## src/rtl/apb_master_ctrl.sv

```systemverilog
// apb_master_ctrl
//
// APB4 initiator. It takes single-beat requests from a local valid/ready
// command port and runs each one as an APB SETUP + ACCESS transfer. Only one
// transfer is in flight at a time. Every completed transfer returns a
// one-cycle response pulse carrying the read data and error status.
//
// Optional feature (compile-time macro APB_TIMEOUT_EN):
//   When it is defined, a transfer is aborted after TIMEOUT_CYCLES consecutive
//   wait states. The abort returns a response with rsp_err=1 and rsp_timeout=1.
//   When it is undefined, no counter is built, ACCESS waits indefinitely, and
//   rsp_timeout is tied to 0.
//
// Parameters:
//   ADDR_W          address width (cmd_addr / paddr)
//   DATA_W          data width; the strobe buses are DATA_W/8 bits
//   TIMEOUT_CYCLES  wait states allowed before an abort (APB_TIMEOUT_EN only)
//
// Ports:
//   clk, rst_n                 clock, asynchronous active-low reset
//   cmd_valid / cmd_ready      command handshake (ready only while idle)
//   cmd_write, cmd_addr,
//   cmd_wdata, cmd_strb        command payload, captured on accept
//   rsp_valid                  one-cycle completion pulse
//   rsp_rdata, rsp_err,
//   rsp_timeout                response payload, held until the next response
//   psel, penable, pwrite,
//   paddr, pwdata, pstrb       APB request signals (all registered)
//   prdata, pready, pslverr    APB completer response
module apb_master_ctrl #(
  parameter int ADDR_W         = 12,
  parameter int DATA_W         = 32,
  parameter int TIMEOUT_CYCLES = 16
) (
  input  logic                clk,
  input  logic                rst_n,
  input  logic                cmd_valid,
  output logic                cmd_ready,
  input  logic                cmd_write,
  input  logic [ADDR_W-1:0]   cmd_addr,
  input  logic [DATA_W-1:0]   cmd_wdata,
  input  logic [DATA_W/8-1:0] cmd_strb,
  output logic                rsp_valid,
  output logic [DATA_W-1:0]   rsp_rdata,
  output logic                rsp_err,
  output logic                rsp_timeout,
  output logic                psel,
  output logic                penable,
  output logic                pwrite,
  output logic [ADDR_W-1:0]   paddr,
  output logic [DATA_W-1:0]   pwdata,
  output logic [DATA_W/8-1:0] pstrb,
  input  logic [DATA_W-1:0]   prdata,
  input  logic                pready,
  input  logic                pslverr
);

  localparam int STRB_W = DATA_W / 8;

  // Reject a zero timeout at elaboration. A zero value has no meaningful
  // abort point.
  if (TIMEOUT_CYCLES < 1) begin : g_bad_timeout
    $error("apb_master_ctrl: TIMEOUT_CYCLES must be at least 1");
  end

  typedef enum logic [1:0] {
    IDLE   = 2'd0,
    SETUP  = 2'd1,
    ACCESS = 2'd2
  } state_t;

  state_t state_q;
  state_t state_d;

  logic accept;
  logic done_ok;
  logic done_to;
  logic tmo_hit;

  assign accept = (state_q == IDLE) && cmd_valid;

  // Next-state decode
  always_comb begin
    state_d = state_q;
    done_ok = 1'b0;
    done_to = 1'b0;
    case (state_q)
      IDLE: begin
        if (cmd_valid) state_d = SETUP;
      end
      SETUP: begin
        state_d = ACCESS;
      end
      ACCESS: begin
        // Completion wins over the timeout when both land on the same cycle.
        if (pready) begin
          done_ok = 1'b1;
          state_d = IDLE;
        end else if (tmo_hit) begin
          done_to = 1'b1;
          state_d = IDLE;
        end
      end
      default: begin
        state_d = IDLE;
      end
    endcase
  end

  // State register and APB/command control outputs. The outputs are
  // registered from the next state, so each one lines up with the state it
  // describes.
  always_ff @(posedge clk or negedge rst_n) begin
    if (!rst_n) begin
      state_q   <= IDLE;
      cmd_ready <= 1'b1;
      psel      <= 1'b0;
      penable   <= 1'b0;
    end else begin
      state_q   <= state_d;
      cmd_ready <= (state_d == IDLE);
      psel      <= (state_d != IDLE);
      penable   <= (state_d == ACCESS);
    end
  end

  // Request capture. The payload is held from SETUP through the last ACCESS
  // cycle and then stays put while idle.
  always_ff @(posedge clk or negedge rst_n) begin
    if (!rst_n) begin
      pwrite <= 1'b0;
      paddr  <= '0;
      pwdata <= '0;
      pstrb  <= '0;
    end else if (accept) begin
      pwrite <= cmd_write;
      paddr  <= cmd_addr;
      pwdata <= cmd_wdata;
      pstrb  <= cmd_write ? cmd_strb : {STRB_W{1'b0}};
    end
  end

  // Response: a single pulse the cycle after the transfer ends. The data
  // and error status are held until the next response.
  always_ff @(posedge clk or negedge rst_n) begin
    if (!rst_n) begin
      rsp_valid <= 1'b0;
      rsp_rdata <= '0;
      rsp_err   <= 1'b0;
    end else begin
      rsp_valid <= done_ok | done_to;
      if (done_ok) begin
        rsp_err   <= pslverr;
        rsp_rdata <= (!pwrite && !pslverr) ? prdata : {DATA_W{1'b0}};
      end else if (done_to) begin
        rsp_err   <= 1'b1;
        rsp_rdata <= '0;
      end
    end
  end

`ifdef APB_TIMEOUT_EN
  localparam int CNT_W = $clog2(TIMEOUT_CYCLES + 1);

  logic [CNT_W-1:0] wait_cnt;

  // wait_cnt holds the number of wait states already taken in this ACCESS.
  // The abort fires on the wait state that would make the count reach
  // TIMEOUT_CYCLES.
  assign tmo_hit = !pready && (wait_cnt == CNT_W'(TIMEOUT_CYCLES - 1));

  always_ff @(posedge clk or negedge rst_n) begin
    if (!rst_n) begin
      wait_cnt <= '0;
    end else if (state_q == SETUP) begin
      wait_cnt <= '0;
    end else if ((state_q == ACCESS) && !pready) begin
      wait_cnt <= wait_cnt + 1'b1;
    end
  end

  always_ff @(posedge clk or negedge rst_n) begin
    if (!rst_n) begin
      rsp_timeout <= 1'b0;
    end else if (done_to) begin
      rsp_timeout <= 1'b1;
    end else if (done_ok) begin
      rsp_timeout <= 1'b0;
    end
  end
`else
  assign tmo_hit     = 1'b0;
  assign rsp_timeout = 1'b0;
`endif

endmodule

```

## config.mk

```make
export PLATFORM = sky130hd
export DESIGN_NAME = apb_master_ctrl
export DESIGN_NICKNAME = d
export VERILOG_FILES = /design/src/rtl/apb_master_ctrl.sv
export SDC_FILE = /design/constraint.sdc
export NUM_CORES = 1
export LEC_CHECK = 0
export BUFFER_PORTS_ARGS = -buffer_cell sky130_fd_sc_hd__buf_2
export CAP_MARGIN = 0
export CORE_MARGIN = 2
export CORE_UTILIZATION = 45
export CTS_CLUSTER_DIAMETER = 120
export DETAILED_ROUTE_END_ITERATION = 10
export PLACE_DENSITY = 0.83
export SYNTH_ARGS = -nofsm -noshare
export SYNTH_HDL_FRONTEND = slang
export SYNTH_SLANG_ARGS = --single-unit
```

## constraint.sdc

```tcl
create_clock -name clk -period 2 [get_ports clk]
set_input_delay 0.6 -clock clk [delete_from_list [all_inputs] [get_ports clk]]
set_output_delay 0.6 -clock clk [all_outputs]
set_load 0.005 [all_outputs]
```

==> metrics, run 1 <==
fraction of synthesized area in multiplexers=around a quarter; I/O Pins=around 170; final setup fails=0; Inserted Diodes=0; Max Slew Vio Count=0; clk slew on worst S/H paths=90 ps; core area=0.00773 mm2; Clock Sinks=88; pre-CTS WS=282 ps; Max Clock Freq=633 MHz; post-layout minimum cycle time=1580 ps; die width=between 90 and 100 um; Synth Warn #=0; layout cells sized above 1=between 60% and 70%; Setup Fix Bufs, Post-CTS=0; routed wire length=7690 um; H-tree depth=3; syn nets=between 300 and 400; PostCTS Resize Cnt=0; die area=between 0.008 and 0.009 mm2; Top Family by Delay on Critical Path=flip-flops; area of the multi-input gates=0.00125 mm2; first-pass GRT wire length=12300 um; critical path, cell by cell=buf_2; setup ws final=419 ps; Flop pwr share=a little under half; Synth top area share=60.4%; max_cap viols=0; final worst path period share=79.0%; Sw Share=about a third; Worst path slowest cell=dfstp_2; CP max stage delay=530 ps; Worst Path Buf+Inv=1; Core Rows=32; Pwr Total=0.00675 W; Seq/Total Area, Yosys=roughly three fifths; CP Class=reg2out; number of remaining DRC errors=0; Hold Fails Final Rpt=0; Worst path depth=1; drt pass-1 iters=6; RR Startpoint=state_q[1]; initial antenna violation count=0; Final #Nets=around 500; cts bufs inserted=9; largest family of logic cells by synthesized area=multiplexers; final instance area=0.00472 mm2; die height=roughly 93 um; Starting DRT DRC Count=51; Psw=around 0.0021 W; Clock Latency Late Sink=350 ps; R2R Path End=rsp_rdata[8]; drt via density=slightly below 5; Syn Area/Cell=15.2 um2; routability-driven placement congestion ratio=0.796; FF+latch area=roughly 0.0022 mm2; gr usage total=between 15 and 20%; RSZ-0062 raised after global routing=no; worst-margin pin slew=~640 ps; Avg WL per Cell=14.9 um; Layout fillers=around 630; DR vias=around 2500; count of state elements after synthesis=88; Hold Crit Class=in2async; critical path launch point type=flop; Max Clock Skew=around 13 ps; leakage=approximately 2.4 nW; Arr. time, crit path=980 ps; R2R setup slack=approximately 450 ps; Clk network pwr share=between 10% and 20%; Max clock buf depth=2; status=finished clean; Initial Utilization=around 47%; vias in the first global route=approximately 2600; Gate power share=a little under two fifths; Synth area leader=dfrtp_1; post-route ant nets=0; final setup TNS=0 ps; synth top area cells=dfrtp_1, mux2_2, nor3b_1; clock root cell=clkbuf_8; TritonCTS clock tree=yes; PortBufs=~170; cell area power density=1430 mW/mm2; reg2reg path depth=3; Gate Count Post-Synth=~240; Area after DPL=0.00454 mm2; grt ovf=0; post-synthesis compound-gate area fraction=0.868%; post-DP HPWL=around 5700 um; cell internal pwr=about 0.0046 W; critical path data required time=between 1000 and 1500 ps; Worst Path Max Fanout=1; post-synthesis simple-gate area fraction=under 10%; Worst setup EP type=output port; Adder-Cell Fraction of Synth Area=0%; Slew headroom=between 50 and 60%; maximum VDD drop=0.735 mV; XOR/XNOR share of the synthesized area=0%; Post-CTS Hold Fix Bufs=0; WHS=143 ps; synth unique cells=20; largest net degree at the start of global routing=43; area grow syn2layout=31.1%; synthesized area=about 0.0036 mm2
[state kept, by name (all words and copies together) (netlist names)]
signal     cells
cmd_ready      1
state_q        2
psel           1
penable        1
rsp_err        1
pwrite         1
pstrb          4
pwdata        32
paddr         12
rsp_rdata     32
rsp_valid      1
[metal layers]
metal | part of all wire, % | global-route usage, % | up-vias
met5 | 0 | 0 | -
li1 | - | - | 1168
met1 | 41 | 22.8 | 1218
met4 | 1.6 | 7.35 | 0
met2 | 47 | 28.7 | 118
met3 | 10 | 6.61 | 10
[worst max-delay path by stage]
| stage | slack, ps | endpoint | from |
|---|---|---|---|
| 2_1_floorplan | 410 | paddr[0] | cmd_valid |
| 3_3_place_gp | 330 | pwrite | cmd_valid |
| 3_5_place_dp | 280 | pwdata[25] | cmd_valid |
| 4_1_cts | 400 | cmd_ready | cmd_ready |
| 5_1_grt | 370 | rsp_rdata[8] | state_q[1] |
| 6_report | 420 | cmd_ready | cmd_ready |
[cell usage after synthesis]
cell / number
nor2_1: 1
a21o_1: 2
clkbuf_1: 7
dfstp_2: 1
a211oi_1: 1
mux2i_1: 4
inv_1: 4
mux2_1: 8
nor3b_4: 1
nor3b_1: 32
buf_6: 9
conb_1: 1
a211o_1: 1
and3b_1: 1
nor2b_1: 1
buf_4: 1
nand2_1: 4
mux2_2: 70
buf_1: 1
dfrtp_1: 87
[metrics by stage]
stage,utilization [%],std cells
5_1_grt,61.1,516
6_report,61.1,516
2_1_floorplan,-,237
3_3_place_gp,58.7,500
4_1_cts,61.1,516
3_5_place_dp,58.7,500
[layout make-up]
cell class | instances | area share (%)
multi-input cells | 127 | 26.4
inverters | 4 | 0.318
clock buffers | 10 | 2.91
clock inverters | 6 | 1.06
flip-flops and latches | 88 | 46.6
repair buffers | 179 | 20.0
well taps | 102 | 2.70
[logic make-up (layout without fill, tap and decap cells)]
| group | Yosys count | in the layout |
|---|---|---|
| flip-flops | 88 | 88 |
| multiplexers | 82 | 82 |
| AND/OR/NAND/NOR | 40 | 40 |
| buffers and inverters | 22 | 199 |
| AO/OA/AOI/OAI | 4 | 4 |
| other | 1 | 1 |
[cell usage in the layout (no fill, tap or decap), drive strengths merged]
master / synthesis / routed
dfstp: 1 / 1
mux2: 78 / 78
clkinvlp: 0 / 4
a211o: 1 / 1
a211oi: 1 / 1
and3b: 1 / 1
inv: 4 / 6
nor2: 1 / 1
conb: 1 / 1
nor3b: 33 / 33
mux2i: 4 / 4
clkbuf: 7 / 10
a21o: 2 / 2
nand2: 4 / 4
dfrtp: 87 / 87
buf: 11 / 179
nor2b: 1 / 1
[power by group through the flow]
stage | Clock (W) | Combinational, W | Sequential [W]
4_1_cts | 0.00117 | 0.00258 | 0.00310
3_5_place_dp | 0 | 0.00257 | 0.00313
6_report | 0.00113 | 0.00252 | 0.00309
2_1_floorplan | 0 | 0.00127 | 0.00319
5_1_grt | 0.00126 | 0.00277 | 0.00322
3_3_place_gp | 0 | 0.00247 | 0.00309
No activity file was read; power rests on OpenSTA's default activity.
==> run 2: changes to the inputs <==
--- a/config.mk
+++ b/config.mk
@@ -8,10 +8,10 @@
 export BUFFER_PORTS_ARGS = -buffer_cell sky130_fd_sc_hd__buf_2
 export CAP_MARGIN = 0
 export CORE_MARGIN = 2
-export CORE_UTILIZATION = 45
+export CORE_UTILIZATION = 42
 export CTS_CLUSTER_DIAMETER = 120
 export DETAILED_ROUTE_END_ITERATION = 10
-export PLACE_DENSITY = 0.83
+export PLACE_DENSITY = 0.82
 export SYNTH_ARGS = -nofsm -noshare
 export SYNTH_HDL_FRONTEND = slang
 export SYNTH_SLANG_ARGS = --single-unit
==> constraint.sdc (replaced) <==
create_clock -name clk -period 1.4 [get_ports clk]
set_input_delay 0.42 -clock clk [delete_from_list [all_inputs] [get_ports clk]]
set_output_delay 0.42 -clock clk [all_outputs]
set_load 0.005 [all_outputs]
==> metrics, run 2 (same netlist as run 1, synthesis figures left out) <==
status=finished, violations left; failing checks=setup timing; post-DP HPWL=between 5000 and 6000 um; H-tree depth=3; R2R setup slack=-110 ps; Avg WL per Cell=between 15 and 20 um; Max Slew Vio Count=0; cts bufs inserted=9; pre-CTS WS=-151 ps; Starting DRT DRC Count=slightly above 50; Worst Setup EP=rsp_rdata[30]; final setup TNS=-5460 ps; Pwr Total=0.0110 W; reg2reg path depth=4; Hold Crit Class=in2reg; setup ws final=-106 ps; core area=slightly above 0.008 mm2; routability-driven placement congestion ratio=between 0.7 and 0.8; post-layout minimum cycle time=1510 ps; Worst setup EP type=flop; routed wire length=slightly above 9000 um; Worst Path Max Fanout=6; Core Rows=33; I/O Pins=between 150 and 200; leakage=2.72 nW; vias in the first global route=around 2800; maximum VDD drop=roughly 1.1 mV; Layout fillers=approximately 620; Regs by FF count=pwdata: 32 flops, rsp_rdata: 32 flops, paddr: 12 flops; RR Startpoint=state_q[1]; layout cells sized above 1=about 67%; Arr. time, crit path=approximately 1700 ps; clk slew on worst S/H paths=approximately 90 ps; PortBufs=between 150 and 200; final worst path period share=108%; Inserted Diodes=0; Max Clock Freq=about 660 MHz; Initial Utilization=roughly 44%; post-route ant nets=0; max_cap viols=0; final setup fails=79; die height=96.6 um; critical path launch point type=flop; die area=0.00934 mm2; clock root cell=clkbuf_8; Max Clock Skew=about 13 ps; critical path data required time=roughly 1600 ps; Final #Nets=a little over 500; commonest non-fill, non-tap cells in the layout=buf_2, dfrtp_1, mux2_4; CP Class=reg2reg; Clock Latency Late Sink=roughly 340 ps; RSZ-0062 raised after global routing=yes; largest net degree at the start of global routing=39; Hold Fails Final Rpt=0; commonest non-fill, non-tap cell in the layout=buf_2; crit path launch=state_q[1]; grt ovf=0; Max clock buf depth=2; die width=96.6 um; TritonCTS clock tree=yes; R2R Path End=rsp_rdata[30]; drt pass-1 iters=4; final instance area=~0.0053 mm2; number of remaining DRC errors=0; initial antenna violation count=0; drt via density=4.90; gr usage total=between 10% and 20%; first-pass GRT wire length=~14000 um; cell area power density=between 2000 and 2500 mW/mm2; Area after DPL=roughly 0.0046 mm2; area grow syn2layout=47.6%; DR vias=2640; Clock Sinks=approximately 90
## run 2: timing repair
item | in CTS | in global routing
hold buffers | 1 | 0
pin swaps | 1 | 2
buffers inserted | 5 | 1
endpoints found under the setup margin | 79 | 77
resized for setup | 28 | 36
hold endpoints to repair | 14 | 0
cloned | 4 | 4
## run 2: worst min path at each step
stage	start	end	slack [ps]	cells past startpoint
3_5_place_dp	rst_n	pwdata[17]	320	1
5_1_grt	cmd_wdata[26]	pwdata[26]	280	2
4_1_cts	cmd_wdata[25]	pwdata[25]	280	2
3_3_place_gp	rst_n	pwdata[15]	310	1
6_report	cmd_wdata[25]	pwdata[25]	290	2
2_1_floorplan	rst_n	paddr[0]	120	0
## run 2: area by class of cell
type	count	area, um2	area share [%]
sequential	88	2200	41.4
multi-input combinational	127	1460	27.4
timing repair buffer	199	1340	25.1
clock buffer	12	145	2.73
tap	105	131	2.47
clock inverter	4	30.0	0.565
inverter	4	15.0	0.282
## run 2: power breakdown
part           internal, W  total, W  leakage (nW)  switching [W]
combinational      0.00308   0.00488          1.55        0.00180
sequential         0.00381   0.00452          1.09       0.000708
clock             0.000695   0.00157        0.0748       0.000873
## run 2: per-stage QoR
stage | hold WS, ps | std cells | util [%]
finish | 287 | 539 | 64.4
global route | 282 | 539 | 64.4
CTS | 277 | 534 | 61.6
detailed placement | 318 | 508 | 56.2
global placement | 310 | 508 | 56.2
floorplan | 124 | 237 | -
## run 2: routing by layer
layer,vias to the layer above,routed length [um],GRT usage (%)
met1,1296,3960,23.5
met4,0,128,5.31
met5,-,0,0
li1,1208,-,-
met3,14,616,4.70
met2,122,4500,31.0
## run 2: worst max-delay path, stage by stage, from the launching register on
cell,delay [ps]
dfrtp_2,410
buf_6,110
and3b_2,330
buf_6,190
mux2_2,330
